`src/rtl/iop408_pkg.sv`:
```
// iop408_pkg: shared widths and fetch-queue FSM encoding for the IOP408 front end.
package iop408_pkg;
  localparam int IOP_PC_W     = 11;
  localparam int IOP_INSN_W   = 16;
  localparam int IOP_FQ_ENT_W = IOP_PC_W + IOP_INSN_W;
  typedef enum logic [1:0] {
    FQ_IDLE  = 2'd0,
    FQ_RUN   = 2'd1,
    FQ_REDIR = 2'd2
  } fq_state_e;
endpackage

```
`src/rtl/iop_fq_ring.sv`:
```
// iop_fq_ring: DEPTH-entry {pc, insn} register ring with push, pop, flush and occupancy count.
module iop_fq_ring import iop408_pkg::*; #(
  parameter int DEPTH = 4,
  localparam int AW = $clog2(DEPTH)
) (
  input  logic                    HCLK,
  input  logic                    HRESETn,
  input  logic                    push_i,
  input  logic                    pop_i,
  input  logic                    flush_i,
  input  logic [IOP_FQ_ENT_W-1:0] wdata_i,
  output logic [IOP_FQ_ENT_W-1:0] rdata_o,
  output logic [AW:0]             count_o
);
  logic [IOP_FQ_ENT_W-1:0] mem_q [DEPTH];
  logic [AW-1:0] rd_q, wr_q;
  logic [AW:0] count_q;
  logic do_push, do_pop;
  assign do_pop  = pop_i && count_q != '0;
  assign do_push = push_i && count_q != (AW+1)'(DEPTH);
  always_ff @(posedge HCLK or negedge HRESETn) begin
    if (!HRESETn) begin
      for (int i = 0; i < DEPTH; i++) mem_q[i] <= '0;
      rd_q    <= '0;
      wr_q    <= '0;
      count_q <= '0;
    end else if (flush_i) begin
      rd_q    <= '0;
      wr_q    <= '0;
      count_q <= '0;
    end else begin
      if (do_push) mem_q[wr_q] <= wdata_i;
      if (do_push) wr_q <= wr_q + AW'(1);
      if (do_pop) rd_q <= rd_q + AW'(1);
      count_q <= count_q + (AW+1)'(do_push) - (AW+1)'(do_pop);
    end
  end
  assign rdata_o = mem_q[rd_q];
  assign count_o = count_q;
endmodule

```
`src/rtl/iop_fetch_queue.sv`:
```
// iop_fetch_queue: IOP408 I-ROM prefetch queue with redirect handling.
// Defining IOP_FQ_STATS_EN adds the saturating fq_stall_cnt output.
module iop_fetch_queue import iop408_pkg::*; #(
  parameter int                  DEPTH    = 4,
  parameter logic [IOP_PC_W-1:0] RESET_PC = 11'h000
) (
  input  logic                  HCLK,
  input  logic                  HRESETn,
  input  logic                  fetch_en,
  input  logic                  redir_valid,
  input  logic [IOP_PC_W-1:0]   redir_pc,
  output logic [IOP_PC_W-1:0]   IOPIADDR,
  input  logic [IOP_INSN_W-1:0] IOPIDATA,
  output logic                  fq_valid,
  output logic [IOP_INSN_W-1:0] fq_data,
  output logic [IOP_PC_W-1:0]   fq_pc,
  input  logic                  fq_ready
`ifdef IOP_FQ_STATS_EN
  ,
  output logic [15:0]           fq_stall_cnt
`endif
);
  localparam int CW = $clog2(DEPTH) + 1;
  fq_state_e state_q, state_d;
  logic [IOP_PC_W-1:0] pc_q, pc_d, infl_pc_q;
  logic infl_q, issue;
  logic [CW-1:0] count;
  logic [IOP_FQ_ENT_W-1:0] head;
  // A same-cycle pop earns no credit, so a returning fetch always finds a free slot.
  assign issue = state_q != FQ_IDLE && fetch_en && !redir_valid &&
                 (int'(count) + int'(infl_q)) < DEPTH;
  always_comb begin
    state_d = redir_valid ? FQ_REDIR : fetch_en ? FQ_RUN : FQ_IDLE;
    pc_d    = redir_valid ? redir_pc : issue ? pc_q + 1'b1 : pc_q;
  end
  always_ff @(posedge HCLK or negedge HRESETn) begin
    if (!HRESETn) begin
      state_q   <= FQ_IDLE;
      pc_q      <= RESET_PC;
      infl_q    <= 1'b0;
      infl_pc_q <= '0;
    end else begin
      state_q <= state_d;
      pc_q    <= pc_d;
      infl_q  <= issue;
      if (issue) infl_pc_q <= pc_q;
    end
  end
  iop_fq_ring #(.DEPTH(DEPTH)) u_ring (
    .HCLK    (HCLK),
    .HRESETn (HRESETn),
    .push_i  (infl_q && !redir_valid),
    .pop_i   (fq_ready && !redir_valid),
    .flush_i (redir_valid),
    .wdata_i ({infl_pc_q, IOPIDATA}),
    .rdata_o (head),
    .count_o (count)
  );
  assign IOPIADDR        = pc_q;
  assign fq_valid        = count != '0;
  assign {fq_pc, fq_data} = head;
`ifdef IOP_FQ_STATS_EN
  logic [15:0] stall_q;
  always_ff @(posedge HCLK or negedge HRESETn) begin
    if (!HRESETn) stall_q <= '0;
    else if (redir_valid) stall_q <= '0;
    else if (fq_ready && !fq_valid && stall_q != 16'hFFFF) stall_q <= stall_q + 1'b1;
  end
  assign fq_stall_cnt = stall_q;
`endif
endmodule

```
`config.mk`:
```
export PLATFORM = sky130hd
export DESIGN_NAME = iop_fetch_queue
export DESIGN_NICKNAME = d
export VERILOG_FILES = /design/src/rtl/iop408_pkg.sv /design/src/rtl/iop_fq_ring.sv /design/src/rtl/iop_fetch_queue.sv
export SDC_FILE = /design/constraint.sdc
export NUM_CORES = 1
export LEC_CHECK = 0
export ABC_CLOCK_PERIOD_IN_PS = 2800
export BUFFER_PORTS_ARGS = -buffer_cell sky130_fd_sc_hd__buf_2
export CORE_AREA = 2 2 108 110
export CTS_BUF_LIST = sky130_fd_sc_hd__clkbuf_16
export DETAILED_ROUTE_END_ITERATION = 10
export DIE_AREA = 0 0 110 112
export PLACE_DENSITY_LB_ADDON = 0.05
export SYNTH_ARGS = -nofsm -noshare
export SYNTH_HDL_FRONTEND = slang
export SYNTH_SLANG_ARGS = --single-unit
```
`constraint.sdc`:
```
create_clock -name HCLK -period 2.8 [get_ports HCLK]
set_clock_uncertainty 0.1 [all_clocks]
set_input_delay 0.56 -clock HCLK [delete_from_list [all_inputs] [get_ports HCLK]]
set_output_delay 0.56 -clock HCLK [all_outputs]
set_load 0.02 [all_outputs]
```
After elaboration in Yosys (flattened, before gate mapping). Index checks and enable logic that the tools add are counted.

Bits in registers: 140. Input bits: 32. Output and inout port bits: 39. Logic and storage cells: 55.

$add $sub $neg: 6. $lt $le $gt $ge: 4. Equality and inequality tests: 1. Multiplexer cells: 15. Bitwise logic cells: 3. Reduce and logical (&&, ||, !) cells: 15.

Operators with widths (number): $bwmux W108 (1); $mux W27 (3); $bmux W27 S2 (1); $demux W27 S2 (1); $mux W11 (2); $add A11 B1 Y11 const B (1); $mux W2 (5); $logic_and A1 B1 Y1 (8); $reduce_bool A2 Y1 (4); $ge A3 B3 Y1 const B (2); $not A2 Y3 (2); $add A2 B1 Y2 const B (2); $add A3 B1 Y4 (1); $lt A4 B3 Y1 const B (1); $add A3 B1 Y3 (1); $lt A3 B1 Y1 const B (1); $mux W3 (1); $ne A3 B3 Y1 const B (1); $reduce_bool A3 Y1 (1); $sub A3 B1 Y3 (1); $reduce_and A2 Y1 (1); $logic_not A1 Y1 (1); $mux W1 (1); $not A1 Y1 (1).

Depth between registers and ports, before layout.
Depth after elaboration: 6. Gate-level depth with buffers: 10. Depth with buffers taken out: 10.

Cells and area by module. Synthesis repeated with hierarchy kept, for this count alone.

Cell total of the unflattened synthesis: 412. Area, all modules: 6705.2 µm².

By module, submodules not included: iop_fq_ring (instances 1, cells an instance 305, area each 5525.3 µm², seq. area each 2877.8 µm²); iop_fetch_queue (instances 1, cells an instance 107, area each 1179.9 µm², seq. area each 625.6 µm²).

Worst setup path after synthesis. Ideal clock, no wire load.

Path type: register to register. From: reg u_ring.count_q[1], in the netlist u_ring.count_o[1]. To: reg u_ring.count_q[2], in the netlist u_ring.count_o[2]. Setup time: 0.132 ns. Arrival: 2.131 ns. Data required time: 2.568 ns. Slack: 0.438 ns. Cell stages (with the launch flop): 11. Buffers on the path: 0. Clock period less this slack: 2.362 ns. Cell sequence: dfrtp_1 > or3_1 > nand2_1 > nor2_1 > ha_1 > inv_1 > ha_1 > inv_1 > fa_1 > xnor2_1 > nor2_1.

Elaborated cells between the ends (all ways): 7. Classes of those cells: 2 x add/sub; 1 x eq/ne; 1 x mux; 3 x reduce/logical.

RTL lines: start: declaration (line iop_fq_ring.sv:17) `logic [AW:0] count_q;`; start signal: assignment (line iop_fq_ring.sv:35) `count_q <= count_q + (AW+1)'(do_push) - (AW+1)'(do_pop);`; $reduce_bool A3 Y1; via fq_valid (line iop_fetch_queue.sv:14) `output logic fq_valid,`; $logic_and A1 B1 Y1 (line iop_fq_ring.sv:19) `assign do_pop = pop_i && count_q != '0;`; $sub A3 B1 Y3 (line iop_fq_ring.sv:35); $mux W3 (line iop_fq_ring.sv:27) `end else if (flush_i) begin`.

The timed path passes the listed nets, and every way through them passes these cells. A chain may end at the register's enable or synchronous reset.

Worst setup path in the final report.
From: reg u_ring.rd_q[1]. To: out fq_pc[5].

Cells in the longest elaborated chain, start to end: 4.

Ends and longest elaborated chain: start: declaration (line iop_fq_ring.sv:16) `logic [AW-1:0] rd_q, wr_q;`; start signal: assignment (line iop_fq_ring.sv:34) `if (do_pop) rd_q <= rd_q + AW'(1);`; $not A2 Y3 (implied by the code) (line iop_fq_ring.sv:38) `assign rdata_o = mem_q[rd_q];`; $bmux W27 S2 (line iop_fq_ring.sv:38); $mux W27 (implied by the code) (2 in a row) (line iop_fq_ring.sv:38); end: declaration (line iop_fetch_queue.sv:16) `output logic [IOP_PC_W-1:0] fq_pc,`.

Every way passes these cells. The select of a mux whose other input is x is not followed.

==> reports/summary.json <==
{
  "outcome": {
    "run_status": "completed"
  },
  "sta": {
    "finalWorstPathRequiredPeriod_ns": 2.47,
    "final.period_utilization_pct": 88.4,
    "hold_violation_count_in_the_final_report": 0,
    "slew-limit-headroom_pct": 57.4,
    "worst_pin_slew_ns": 0.638,
    "maxClockFrequency_mhz": 404,
    "rsz0062_at_grt": "no",
    "fin_setup_tns_ns": 0,
    "hold-worst-slack_ns": 0.0527,
    "timing.final.setup_violations": 0,
    "final-max-slew-violation-count": 0
  },
  "place": {
    "placed_cells_incl_taps": 623,
    "placed_area_um2": 6820,
    "buffer_ports.inserted": 70,
    "hpwl_um": 8040,
    "finalWeightedCongestion": 0.780
  },
  "hold_path": {
    "timing.hold.worst.class": "in2async"
  },
  "floorplanning": {
    "starting_density_of_the_core_pct": 56.3,
    "dieHeight_um": 112,
    "num_io_pins": 71,
    "dieWidth_um": 110,
    "die_area_um2": 12300,
    "placementRows": 39,
    "coreArea_um2": 11200
  },
  "power_and_ir_drop": {
    "power.internal_mw": 5.22,
    "worst_vdd_ir_v": 0.000457,
    "switching_share_pct": 29.2,
    "leakage_nw": 3.54,
    "comb_power_share_pct": 27.8,
    "power-per-cell-area_nw_per_um2": 987,
    "pwr-share-seq_pct": 38.9,
    "clkPwrFrac_pct": 33.3,
    "p_sw_mw": 2.15
  },
  "synth": {
    "synth-seq-cells": 140,
    "synth.net_count": 456,
    "synth-warning-count": 0,
    "combinational_family_with_the_most_area_after_synthesis": "multiplexers",
    "yosys.area_share.xor_xnor_pct": 0.557,
    "synth_common_cells": "140 x sky130_fd_sc_hd__dfrtp_1, 119 x sky130_fd_sc_hd__mux2_2, 27 x sky130_fd_sc_hd__mux4_2, 17 x sky130_fd_sc_hd__nor2_1, 9 x sky130_fd_sc_hd__a31oi_1",
    "yosysTopAreaCell": "sky130_fd_sc_hd__dfrtp_1",
    "yosys.area_share.simple_pct": 4.95,
    "synth_ff_type": "sky130_fd_sc_hd__dfrtp_1",
    "netlist.area_leader.share_pct": 55.7,
    "synthCells": 415,
    "yosysSeqAreaShare_pct": 55.7,
    "post_synth_edffs": 0,
    "synth.most_common_cell": "sky130_fd_sc_hd__dfrtp_1",
    "synth_compound_gate_area_share_pct": 3.12,
    "syn-cell-area_um2": 6290,
    "post_synth_main_area_contributors": "sky130_fd_sc_hd__dfrtp_1 56%, sky130_fd_sc_hd__mux2_2 21%, sky130_fd_sc_hd__mux4_2 9.7%",
    "yosys.cell_types.count": 37,
    "post_synth_fa_ha_maj_area_fraction_pct": 1.91,
    "syn_area_per_cell_um2": 15.2,
    "postSynth.asyncResetShare_pct": 100,
    "mux_share_of_post_synthesis_cell_area_pct": 31.1
  },
  "route": {
    "routedWlPerCell_um": 18.6,
    "drt-vias-per-instance": 5.65,
    "ant_nets": 0,
    "drt_drc_violations_left": 0,
    "drt_first_pass_iters": 4,
    "detail_route.iter0.violations": 149,
    "route.final.wire_length_um": 12200,
    "vias": 3704
  },
  "setup_path": {
    "reg2reg_depth": 10,
    "crit_required_ns": 2.14,
    "cp_data_arrival_time_ns": 1.81,
    "reg2reg_slack_ns": 0.44,
    "worst_r2r_startpoint": "u_ring.count_o[1]$_DFF_PN0_",
    "critical_path_peak_fanout": 12,
    "critical_path_class": "reg2out",
    "cp_endpoint_kind": "primary output",
    "r2r-end": "u_ring.count_o[2]$_DFF_PN0_",
    "startpoint_type": "register"
  },
  "global_routing": {
    "first_global_vias": 3978,
    "grt_util_all_layers_pct": 21.8,
    "grt_start_max_net_pins": 68,
    "antenna_found_initial": 0,
    "grt.overflow.total": 0,
    "grt_first_pass_wirelength_um": 20200
  },
  "cells_and_area": {
    "finalNonFillerCells": 655,
    "areaGrowthSynthToFinish_pct": 18.6,
    "nFillCells": 805,
    "design.final.nets": 540,
    "design_area_final_um2": 7470,
    "drive_gt1_share_pct": 51.8,
    "n_antenna_cell": 0
  },
  "clocking": {
    "cts_tree": "built",
    "ctsResizeCount": 0,
    "hold_buffers": 0,
    "numCtsBuffers": 17,
    "clock_latency_ns": 0.40,
    "cts-root-buf": "sky130_fd_sc_hd__clkbuf_16",
    "ctsLongestPathBuffers": 2,
    "htreeDepth": 4,
    "cts.reportedPaths.clkPinSlew_ns": 0.06,
    "post_cts.repair.setup_buffers": 0,
    "tritoncts_num_sinks": 140
  },
  "flow_run": {
    "cap_viol_max_count": 0
  }
}
power groups by stage:
stage / sequential [mW] / clock, mW / combinational (mW)
6_report: 2.87 / 2.46 / 2.05
5_1_grt: 2.94 / 2.63 / 2.22
4_1_cts: 2.87 / 2.50 / 2.09
3_5_place_dp: 2.90 / 0 / 2.08
3_3_place_gp: 2.86 / 0 / 2.03
2_1_floorplan: 2.79 / 0 / 1.53
kinds of logic after synthesis:
family,count (synthesis)
XOR/XNOR,4
AO/OA/AOI/OAI,29
buffers and inverters,28
adder cells (fa/ha/maj),9
flip-flops,140
AND/OR/NAND/NOR,58
multiplexers,147
registers in the layout, summed over array words and instances (netlist names):
name            cells
u_ring.wr_q         2
infl_pc_q          11
u_ring.rd_q         2
u_ring.count_o      3
u_ring.mem_q      108
state_q             2
infl_q              1
IOPIADDR           11
through the flow:
| step | power (mW) | setup slack [ns] | utilization (%) |
|---|---|---|---|
| after floorplan | 4.32 | 0.438 | - |
| after global placement | 4.89 | 0.495 | 61.0 |
| after detailed placement | 4.98 | 0.428 | 61.0 |
| after CTS | 7.46 | 0.271 | 66.8 |
| after global routing | 7.79 | 0.215 | 66.8 |
| final | 7.37 | 0.326 | 66.8 |
critical path: stages, from the launching register on:
cell,delay (ns)
sky130_fd_sc_hd__dfrtp_1,0.55
sky130_fd_sc_hd__buf_4,0.32
sky130_fd_sc_hd__mux4_2,0.35
sky130_fd_sc_hd__buf_2,0.18
layer usage:
metal	global-route usage [%]	part of all wire (%)	up-vias
li1	-	-	1716
met1	29.3	45	1883
met2	34.6	50	92
met3	5.97	4.1	13
met4	6.75	1.2	0
met5	0	0	-
final cells by class:
| type | count | area [um^2] | share of cell area, % |
|---|---|---|---|
| clock buffer | 17 | 425 | 5.70 |
| clock inverter | 15 | 226 | 3.03 |
| inverter | 8 | 30.0 | 0.402 |
| timing repair buffer | 85 | 482 | 6.45 |
| sequential | 140 | 3500 | 46.9 |
| tap | 143 | 179 | 2.40 |
| multi-input combinational | 247 | 2620 | 35.1 |
worst max-delay path by stage:
stage | start | end | slack, ns | depth (start not counted)
6_report | u_ring.rd_q[1]$_DFFE_PN0P_ | fq_pc[5] | 0.33 | 3
5_1_grt | u_ring.rd_q[0]$_DFFE_PN0P_ | fq_pc[5] | 0.21 | 3
4_1_cts | u_ring.rd_q[0]$_DFFE_PN0P_ | fq_data[13] | 0.27 | 3
3_5_place_dp | u_ring.count_o[1]$_DFF_PN0_ | u_ring.count_o[2]$_DFF_PN0_ | 0.43 | 10
3_3_place_gp | u_ring.count_o[1]$_DFF_PN0_ | u_ring.count_o[2]$_DFF_PN0_ | 0.50 | 10
2_1_floorplan | u_ring.count_o[1]$_DFF_PN0_ | u_ring.count_o[2]$_DFF_PN0_ | 0.44 | 10
cell usage in the layout (no fill, tap or decap), types with 4 or more instances in the layout:
master	count
sky130_fd_sc_hd__nand4_1	4
sky130_fd_sc_hd__mux2_2	119
sky130_fd_sc_hd__buf_2	69
sky130_fd_sc_hd__clkbuf_16	17
sky130_fd_sc_hd__nor2_1	17
sky130_fd_sc_hd__nand2_1	8
sky130_fd_sc_hd__mux4_2	27
sky130_fd_sc_hd__o21ai_0	8
sky130_fd_sc_hd__o31ai_1	4
sky130_fd_sc_hd__a31oi_1	9
sky130_fd_sc_hd__nand2_2	4
sky130_fd_sc_hd__ha_1	8
sky130_fd_sc_hd__inv_1	9
sky130_fd_sc_hd__or3_1	6
sky130_fd_sc_hd__bufinv_16	6
sky130_fd_sc_hd__buf_4	14
sky130_fd_sc_hd__dfrtp_1	139
sky130_fd_sc_hd__nand3_1	4
Note: power is estimated with default switching activity, not from simulation.
